===== src/rtl/mvau_weight_sched.sv =====
// Weight-memory read sequencer for one MVAU PE: walks NF x SF folds per input vector.
// Optional build macro MVAU_WSCHED_STALL_CNT_EN adds a saturating stall_cnt output.
module mvau_weight_sched #(
    parameter int SF           = 2,
    parameter int NF           = 2,
    parameter int NUM_VEC      = 4,
    parameter int WMEM_DEPTH   = 4,
    parameter int WMEM_ADDR_BW = 4,
    localparam int SF_BW       = (SF > 1) ? $clog2(SF) : 1
) (
    input  logic                    aclk,
    input  logic                    areset,
    input  logic                    start,
    input  logic                    in_v,
    output logic                    in_rdy,
    input  logic                    out_rdy,
    output logic [SF_BW-1:0]        ibuf_addr,
    output logic                    ibuf_wen,
    output logic [WMEM_ADDR_BW-1:0] wmem_addr,
    output logic                    w_valid,
    output logic                    w_sf_last,
    output logic                    w_nf_last,
    output logic                    busy,
    output logic                    done
`ifdef MVAU_WSCHED_STALL_CNT_EN
    ,
    output logic [31:0]             stall_cnt
`endif
);

    localparam int NF_BW  = (NF > 1) ? $clog2(NF) : 1;
    localparam int VEC_BW = (NUM_VEC > 1) ? $clog2(NUM_VEC) : 1;

    localparam logic [0:0] ST_IDLE = 1'b0;
    localparam logic [0:0] ST_RUN  = 1'b1;

    localparam logic [SF_BW-1:0]        SF_LAST   = SF_BW'(SF - 1);
    localparam logic [NF_BW-1:0]        NF_LAST   = NF_BW'(NF - 1);
    localparam logic [VEC_BW-1:0]       VEC_LAST  = VEC_BW'(NUM_VEC - 1);
    localparam logic [WMEM_ADDR_BW-1:0] WMEM_LAST = WMEM_ADDR_BW'(WMEM_DEPTH - 1);

    logic [0:0]              state_q, state_d;
    logic [SF_BW-1:0]        sf_cnt_q, sf_cnt_d;
    logic [NF_BW-1:0]        nf_cnt_q, nf_cnt_d;
    logic [VEC_BW-1:0]       vec_cnt_q, vec_cnt_d;
    logic [WMEM_ADDR_BW-1:0] wmem_addr_q, wmem_addr_d;
    logic                    w_valid_q, w_valid_d;
    logic                    w_sf_last_q, w_sf_last_d;
    logic                    w_nf_last_q, w_nf_last_d;
    logic                    done_q, done_d;
`ifdef MVAU_WSCHED_STALL_CNT_EN
    logic [31:0]             stall_cnt_q, stall_cnt_d;
`endif

    logic run_s, fold0_s, fire_s, sf_last_s, nf_last_s, vec_end_s, final_s;

    // Slot handshake: folds past the first replay from the buffer and need no stream data.
    always_comb begin
        run_s     = (state_q == ST_RUN);
        fold0_s   = (nf_cnt_q == NF_BW'(0));
        fire_s    = run_s & out_rdy & (~fold0_s | in_v);
        sf_last_s = (sf_cnt_q == SF_LAST);
        nf_last_s = (nf_cnt_q == NF_LAST);
        vec_end_s = sf_last_s & nf_last_s;
        final_s   = vec_end_s & (vec_cnt_q == VEC_LAST);
    end

    // Next-state and counter update.
    always_comb begin
        state_d     = state_q;
        sf_cnt_d    = sf_cnt_q;
        nf_cnt_d    = nf_cnt_q;
        vec_cnt_d   = vec_cnt_q;
        wmem_addr_d = wmem_addr_q;
        w_valid_d   = fire_s;
        w_sf_last_d = fire_s & sf_last_s;
        w_nf_last_d = fire_s & nf_last_s;
        done_d      = fire_s & final_s;
`ifdef MVAU_WSCHED_STALL_CNT_EN
        stall_cnt_d = stall_cnt_q;
`endif
        case (state_q)
            ST_IDLE: begin
                if (start) begin
                    state_d     = ST_RUN;
                    sf_cnt_d    = '0;
                    nf_cnt_d    = '0;
                    vec_cnt_d   = '0;
                    wmem_addr_d = '0;
`ifdef MVAU_WSCHED_STALL_CNT_EN
                    stall_cnt_d = 32'd0;
`endif
                end else begin
                    state_d = ST_IDLE;
                end
            end
            ST_RUN: begin
                if (fire_s) begin
                    sf_cnt_d = sf_last_s ? SF_BW'(0) : sf_cnt_q + SF_BW'(1);
                    if (sf_last_s) begin
                        nf_cnt_d = nf_last_s ? NF_BW'(0) : nf_cnt_q + NF_BW'(1);
                    end else begin
                        nf_cnt_d = nf_cnt_q;
                    end
                    if (vec_end_s) begin
                        vec_cnt_d = final_s ? VEC_BW'(0) : vec_cnt_q + VEC_BW'(1);
                    end else begin
                        vec_cnt_d = vec_cnt_q;
                    end
                    // Weight words are laid out fold-major, so the address restarts each vector.
                    if (vec_end_s || (wmem_addr_q == WMEM_LAST)) begin
                        wmem_addr_d = WMEM_ADDR_BW'(0);
                    end else begin
                        wmem_addr_d = wmem_addr_q + WMEM_ADDR_BW'(1);
                    end
                    state_d = final_s ? ST_IDLE : ST_RUN;
                end else begin
`ifdef MVAU_WSCHED_STALL_CNT_EN
                    if (stall_cnt_q != 32'hFFFF_FFFF) begin
                        stall_cnt_d = stall_cnt_q + 32'd1;
                    end else begin
                        stall_cnt_d = stall_cnt_q;
                    end
`endif
                    state_d = ST_RUN;
                end
            end
            default: begin
                state_d = ST_IDLE;
            end
        endcase
    end

    // State registers with synchronous reset.
    always_ff @(posedge aclk) begin
        if (areset) begin
            state_q     <= ST_IDLE;
            sf_cnt_q    <= '0;
            nf_cnt_q    <= '0;
            vec_cnt_q   <= '0;
            wmem_addr_q <= '0;
            w_valid_q   <= 1'b0;
            w_sf_last_q <= 1'b0;
            w_nf_last_q <= 1'b0;
            done_q      <= 1'b0;
`ifdef MVAU_WSCHED_STALL_CNT_EN
            stall_cnt_q <= 32'd0;
`endif
        end else begin
            state_q     <= state_d;
            sf_cnt_q    <= sf_cnt_d;
            nf_cnt_q    <= nf_cnt_d;
            vec_cnt_q   <= vec_cnt_d;
            wmem_addr_q <= wmem_addr_d;
            w_valid_q   <= w_valid_d;
            w_sf_last_q <= w_sf_last_d;
            w_nf_last_q <= w_nf_last_d;
            done_q      <= done_d;
`ifdef MVAU_WSCHED_STALL_CNT_EN
            stall_cnt_q <= stall_cnt_d;
`endif
        end
    end

    assign in_rdy    = run_s & out_rdy & fold0_s;
    assign ibuf_wen  = fire_s & fold0_s;
    assign ibuf_addr = sf_cnt_q;
    assign wmem_addr = wmem_addr_q;
    assign w_valid   = w_valid_q;
    assign w_sf_last = w_sf_last_q;
    assign w_nf_last = w_nf_last_q;
    assign busy      = run_s;
    assign done      = done_q;
`ifdef MVAU_WSCHED_STALL_CNT_EN
    assign stall_cnt = stall_cnt_q;
`endif

endmodule


===== config.mk =====
export PLATFORM = sky130hd
export DESIGN_NAME = mvau_weight_sched
export DESIGN_NICKNAME = d
export VERILOG_FILES = /design/src/rtl/mvau_weight_sched.sv
export SDC_FILE = /design/constraint.sdc
export NUM_CORES = 1
export LEC_CHECK = 0
export ABC_AREA = 1
export CELL_PAD_IN_SITES_DETAIL_PLACEMENT = 0
export CELL_PAD_IN_SITES_GLOBAL_PLACEMENT = 1
export CORE_MARGIN = 2
export CORE_UTILIZATION = 33
export DETAILED_ROUTE_END_ITERATION = 8
export GPL_ROUTABILITY_DRIVEN = 0
export PLACE_DENSITY_LB_ADDON = 0.05
export SLEW_MARGIN = 5
export SYNTH_ARGS = -nofsm -noshare
export SYNTH_HDL_FRONTEND = slang
export SYNTH_SLANG_ARGS = --single-unit

===== constraint.sdc =====
create_clock -name aclk -period 2.25 [get_ports aclk]
set_input_delay 0.45 -clock aclk [delete_from_list [all_inputs] [get_ports aclk]]
set_output_delay 0.45 -clock aclk [all_outputs]
set_load 0.01 [all_outputs]

# Word level (Yosys, flattened, before mapping)
# Cells that the tools add are included.
op_classes:
  mux: 21
  n_bitwise: 12
  eq_ne: 6
  n_reduce_logical: 4
  add_sub_neg: 4
ops:
  columns: ["operator", "n"]
  rows:
  - ["$mux W4", 3]
  - ["$and A1 B1 Y1", 9]
  - ["$mux W1", 9]
  - ["$mux W2", 4]
  - ["$pmux W4 S2", 1]
  - ["$ne A2 B1 Y1 const B", 3]
  - ["$pmux W1 S2", 3]
  - ["$reduce_and A3 Y1", 2]
  - ["$add A4 B1 Y4 const B", 1]
  - ["$eq A4 B2 Y1 const B", 1]
  - ["$pmux W2 S2", 1]
  - ["$add A1 B1 Y1 const B", 2]
  - ["$add A2 B1 Y2 const B", 1]
  - ["$eq A2 B2 Y1 const B", 1]
  - ["$ne A2 B2 Y1 const B", 1]
  - ["$not A1 Y1", 2]
  - ["$reduce_and A2 Y1", 1]
  - ["$logic_or A1 B1 Y1", 1]
  - ["$or A1 B1 Y1", 1]
totals:
  out_inout_bits: 12
  input_bits: 5
  regBits: 13
  elab_cells: 56

# Longest topological paths before layout
depth:
  depth_word: 6
  mapped_depth: 8
  ltp_nobuf: 8

# Worst setup path before layout
# No wires, ideal clock.
synth_timing:
  kind: "reg-to-output"
  start: "register state_q (netlist: busy)"
  end: "output ibuf_wen"
  arrival_ns: 0.855
  path_stages_with_launch: 5
  n_path_buf: 0
  required_time_ns: 1.800
  setup_slack_ns: 0.945
  cell_sequence: "dfxtp_1 -> nand2_2 -> inv_2 -> nand2_2 -> nor2_1"
synth_between:
  elab_chain_cells: 3
synth_lines:
  columns: ["item", "line_no", "text"]
  rows:
  - ["start: declaration", "42", "logic [0:0] state_q, state_d;"]
  - ["start signal: assignment", "150", "state_q <= state_d;"]
  - ["$and A1 B1 Y1 (2 in a row)", "61", "fire_s = run_s & out_rdy & (~fold0_s | in_v);"]
  - ["$and A1 B1 Y1", "166", "assign ibuf_wen = fire_s & fold0_s;"]
  - ["end: declaration", "18", "output logic ibuf_wen,"]
# Every way passes these cells.

# Worst setup path in the final report
layout_timing:
  start: "input out_rdy"
  end: "output in_rdy"
layout_between:
  elab_chain_cells: 2
layout_lines:
  columns: ["item", "line_no", "text"]
  rows:
  - ["start: declaration", "16", "input logic out_rdy,"]
  - ["$and A1 B1 Y1 (2 in a row)", "165", "assign in_rdy = run_s & out_rdy & fold0_s;"]
  - ["end: declaration", "15", "output logic in_rdy,"]
# Every way passes these cells.

==> flow_summary.json <==
{
  "status": "finished clean",
  "start_util_pct": 35.1,
  "synth_top_area_cell": "dfxtp_1",
  "cts_tree": "done",
  "r2r-end": "vec_cnt_q[0]$_SDFFE_PP0P_",
  "ff2ff_setup_slack_ns": 1.01,
  "synth_top_area_share_pct": 43.4,
  "drt-total-wl_microns": 1300,
  "syn_nets": 91,
  "relSlewSlack_pct": 79.7,
  "nets": 114,
  "first_iter_violations": 4,
  "area_growth_pct": 39.2,
  "setup_viol": 0,
  "synth_ff_type": "dfxtp_1",
  "crit_path_end_kind": "output pin",
  "path_cells": "clkdlybuf4s50_1, nand2_2, nor2_1, clkdlybuf4s50_1",
  "cts_made_buffers": 3,
  "avgSynthCellArea_sq_um": 7.13,
  "worstMarginPinSlew_ns": 0.303,
  "synthTopCellsByCount": "17 x nand2_1, 16 x nor2_1, 13 x dfxtp_1, 11 x inv_1, 8 x nand3_1",
  "synthArstFlopShare_pct": 0,
  "crit_top_cell": "clkdlybuf4s50_1",
  "final_hold_viol_count": 0,
  "fin_setup_tns_ns": 0,
  "slew_violations": 0,
  "finalCriticalPeriod_ns": 2.09,
  "yosys.cell_types.count": 14,
  "h-tree-depth": 1,
  "cts_buffer_depth": 2,
  "yosysSeqAreaShare_pct": 43.4,
  "first_pass_iters": 2,
  "drc": 0,
  "cp.required_ns": 1.80,
  "finClkSkew_ns": 0.00296,
  "ant_nets": 0,
  "cts_setup_buffers": 0,
  "clk_pin_slew_ns": 0.08,
  "syn_inst": 84,
  "crit_end": "in_rdy",
  "grt-ovfl-total": 0,
  "die_h_microns": 46.6,
  "drive_above_1_share_pct": 12.3,
  "fp.coreArea_sq_mm": 0.00171,
  "critPathMaxStageDelay_ns": 0.54,
  "drv_cap": 0,
  "die_width_microns": 46.6,
  "path_depth": 4,
  "rr_worst_depth": 8,
  "place_hpwl_microns": 1010,
  "crit_buf_inv": 2,
  "core.rowCount": 15,
  "diodes": 0,
  "yosysMostFrequentCell": "nand2_1",
  "ctsResizeCount": 0,
  "start_kind": "input port",
  "grt_setup_unrepaired": "no",
  "synth_area_leaders": "dfxtp_1 43%, nand2_1 11%, nor2_1 10%, inv_1 6.9%, nand3_1 6.7%",
  "synthesis.area_sq_um": 599,
  "power_density_mw_per_mm2": 530,
  "vdd_drop_max_v": 0.000379,
  "min_path_type": "flip-flop to flip-flop",
  "grt_use_total_pct": 14.6,
  "routedWlPerCell_microns": 9.92,
  "synth_edf_count": 0,
  "dr_total_vias": 594,
  "root_buffer": "clkbuf_4",
  "finalPower_mw": 0.442,
  "cp.arrival_ns": 1.64,
  "placement.io_buffers": 16,
  "worstSetupPathType": "input port to output pin",
  "fmax_ghz": 0.478,
  "antenna_found_initial": 0,
  "fillers": 185,
  "num_io_pins": 17,
  "die-area_sq_mm": 0.00217,
  "worstSkewPairLatency_ns": 0.27,
  "viasPerCell": 4.53,
  "r2r_start": "nf_cnt_q$_SDFFE_PP0P_",
  "grt_pass1_wl_microns": 2230,
  "synth_warnings": 0,
  "grt_pass1_vias": 496,
  "p_leak_nw": 0.381,
  "ys_ff_latch": 13,
  "layout_worst_path_cycle_share_pct": 93.0,
  "cts.sinks": 13,
  "grt_max_degree": 8,
  "cp_top_family": "buffers and inverters",
  "ctsHoldBuffers": 0,
  "slowest_stage": "clkdlybuf4s50_1",
  "crit_path_start": "out_rdy",
  "crit_fanout": 3
}
[worst register-to-register path: cells and delay by family (launching register included)]
kind                   cells  cell delay [ns]
AND/OR/NAND/NOR            6             0.47
flip-flops                 1             0.46
buffers and inverters      2             0.22
[metal layers]
layer,part of all wire [%],up-vias,wire length (microns),GRT usage (%)
met5,0,-,0,0
met4,0.62,0,8,5.00
met3,4.4,2,57,4.31
met2,47,12,613,21.4
met1,48,270,620,20.2
li1,-,310,-,-
[power by group]
group	switching, mW	internal (mW)
logic	0.0329	0.0281
clock network	0.0732	0.0685
registers	0.00441	0.235
total	0.110	0.332
[kinds of logic (layout without fill, tap and decap cells)]
| logic type | after synthesis | count (layout) | share of synthesized area, % |
|---|---|---|---|
| buffers and inverters | 12 | 34 | 7.52 |
| AO/OA/AOI/OAI | 7 | 7 | 6.47 |
| AND/OR/NAND/NOR | 50 | 50 | 38.4 |
| adder cells (fa/ha/maj) | 2 | 2 | 4.17 |
| flip-flops | 13 | 13 | 43.4 |
[sequential cells by signal, summed over array words and instances (netlist names)]
name	flops
wmem_addr	4
vec_cnt_q	2
w_valid	1
busy	1
ibuf_addr	1
w_nf_last	1
done	1
w_sf_last	1
nf_cnt_q	1
[worst min-delay path by stage]
stage / endpoint / slack [ns] / cells past startpoint / from
after floorplan: vec_cnt_q[1]$_SDFFE_PP0P_ / 0.45 / 2 / vec_cnt_q[1]$_SDFFE_PP0P_
after global placement: vec_cnt_q[1]$_SDFFE_PP0P_ / 0.46 / 2 / vec_cnt_q[1]$_SDFFE_PP0P_
after detailed placement: vec_cnt_q[1]$_SDFFE_PP0P_ / 0.46 / 2 / vec_cnt_q[1]$_SDFFE_PP0P_
after CTS: vec_cnt_q[1]$_SDFFE_PP0P_ / 0.47 / 2 / vec_cnt_q[1]$_SDFFE_PP0P_
after global routing: vec_cnt_q[1]$_SDFFE_PP0P_ / 0.49 / 2 / vec_cnt_q[1]$_SDFFE_PP0P_
final: vec_cnt_q[1]$_SDFFE_PP0P_ / 0.47 / 2 / vec_cnt_q[1]$_SDFFE_PP0P_
[metrics by stage]
| stage | hold WS, ns | instances | setup WS [ns] | utilization [%] | cell area, sq um |
|---|---|---|---|---|---|
| CTS | 0.475 | 131 | 0.0185 | 48.7 | 832 |
| finish | 0.469 | 131 | 0.157 | 48.9 | 835 |
| global placement | 0.459 | 127 | 0.0332 | 47.2 | 806 |
| detailed placement | 0.462 | 127 | 0.0218 | 47.2 | 806 |
| global route | 0.494 | 131 | 0.100 | 48.9 | 835 |
| floorplan | 0.446 | 84 | 0.945 | - | 599 |
[area by class of cell]
cell class / instances / area (sq um) / share of cell area [%]
clock buffers: 4 / 26.3 / 3.15
repair buffers: 18 / 178 / 21.3
flip-flops and latches: 13 / 260 / 31.2
inverters: 12 / 45.0 / 5.40
multi-input cells: 59 / 294 / 35.2
well taps: 25 / 31.3 / 3.75
[layout by cell type, fill, tap and decap left out, drive strengths merged]
cell | synthesis | layout
nand4 | 3 | 3
buf | 0 | 2
clkdlybuf4s50 | 0 | 15
clkbuf | 0 | 4
dfxtp | 13 | 13
a21oi | 6 | 6
nand2 | 22 | 22
ha | 2 | 2
dlymetal6s2s | 0 | 1
o21ai | 1 | 1
nand3 | 8 | 8
nor2 | 17 | 17
inv | 12 | 12
Power figures use the tool's default switching activity.
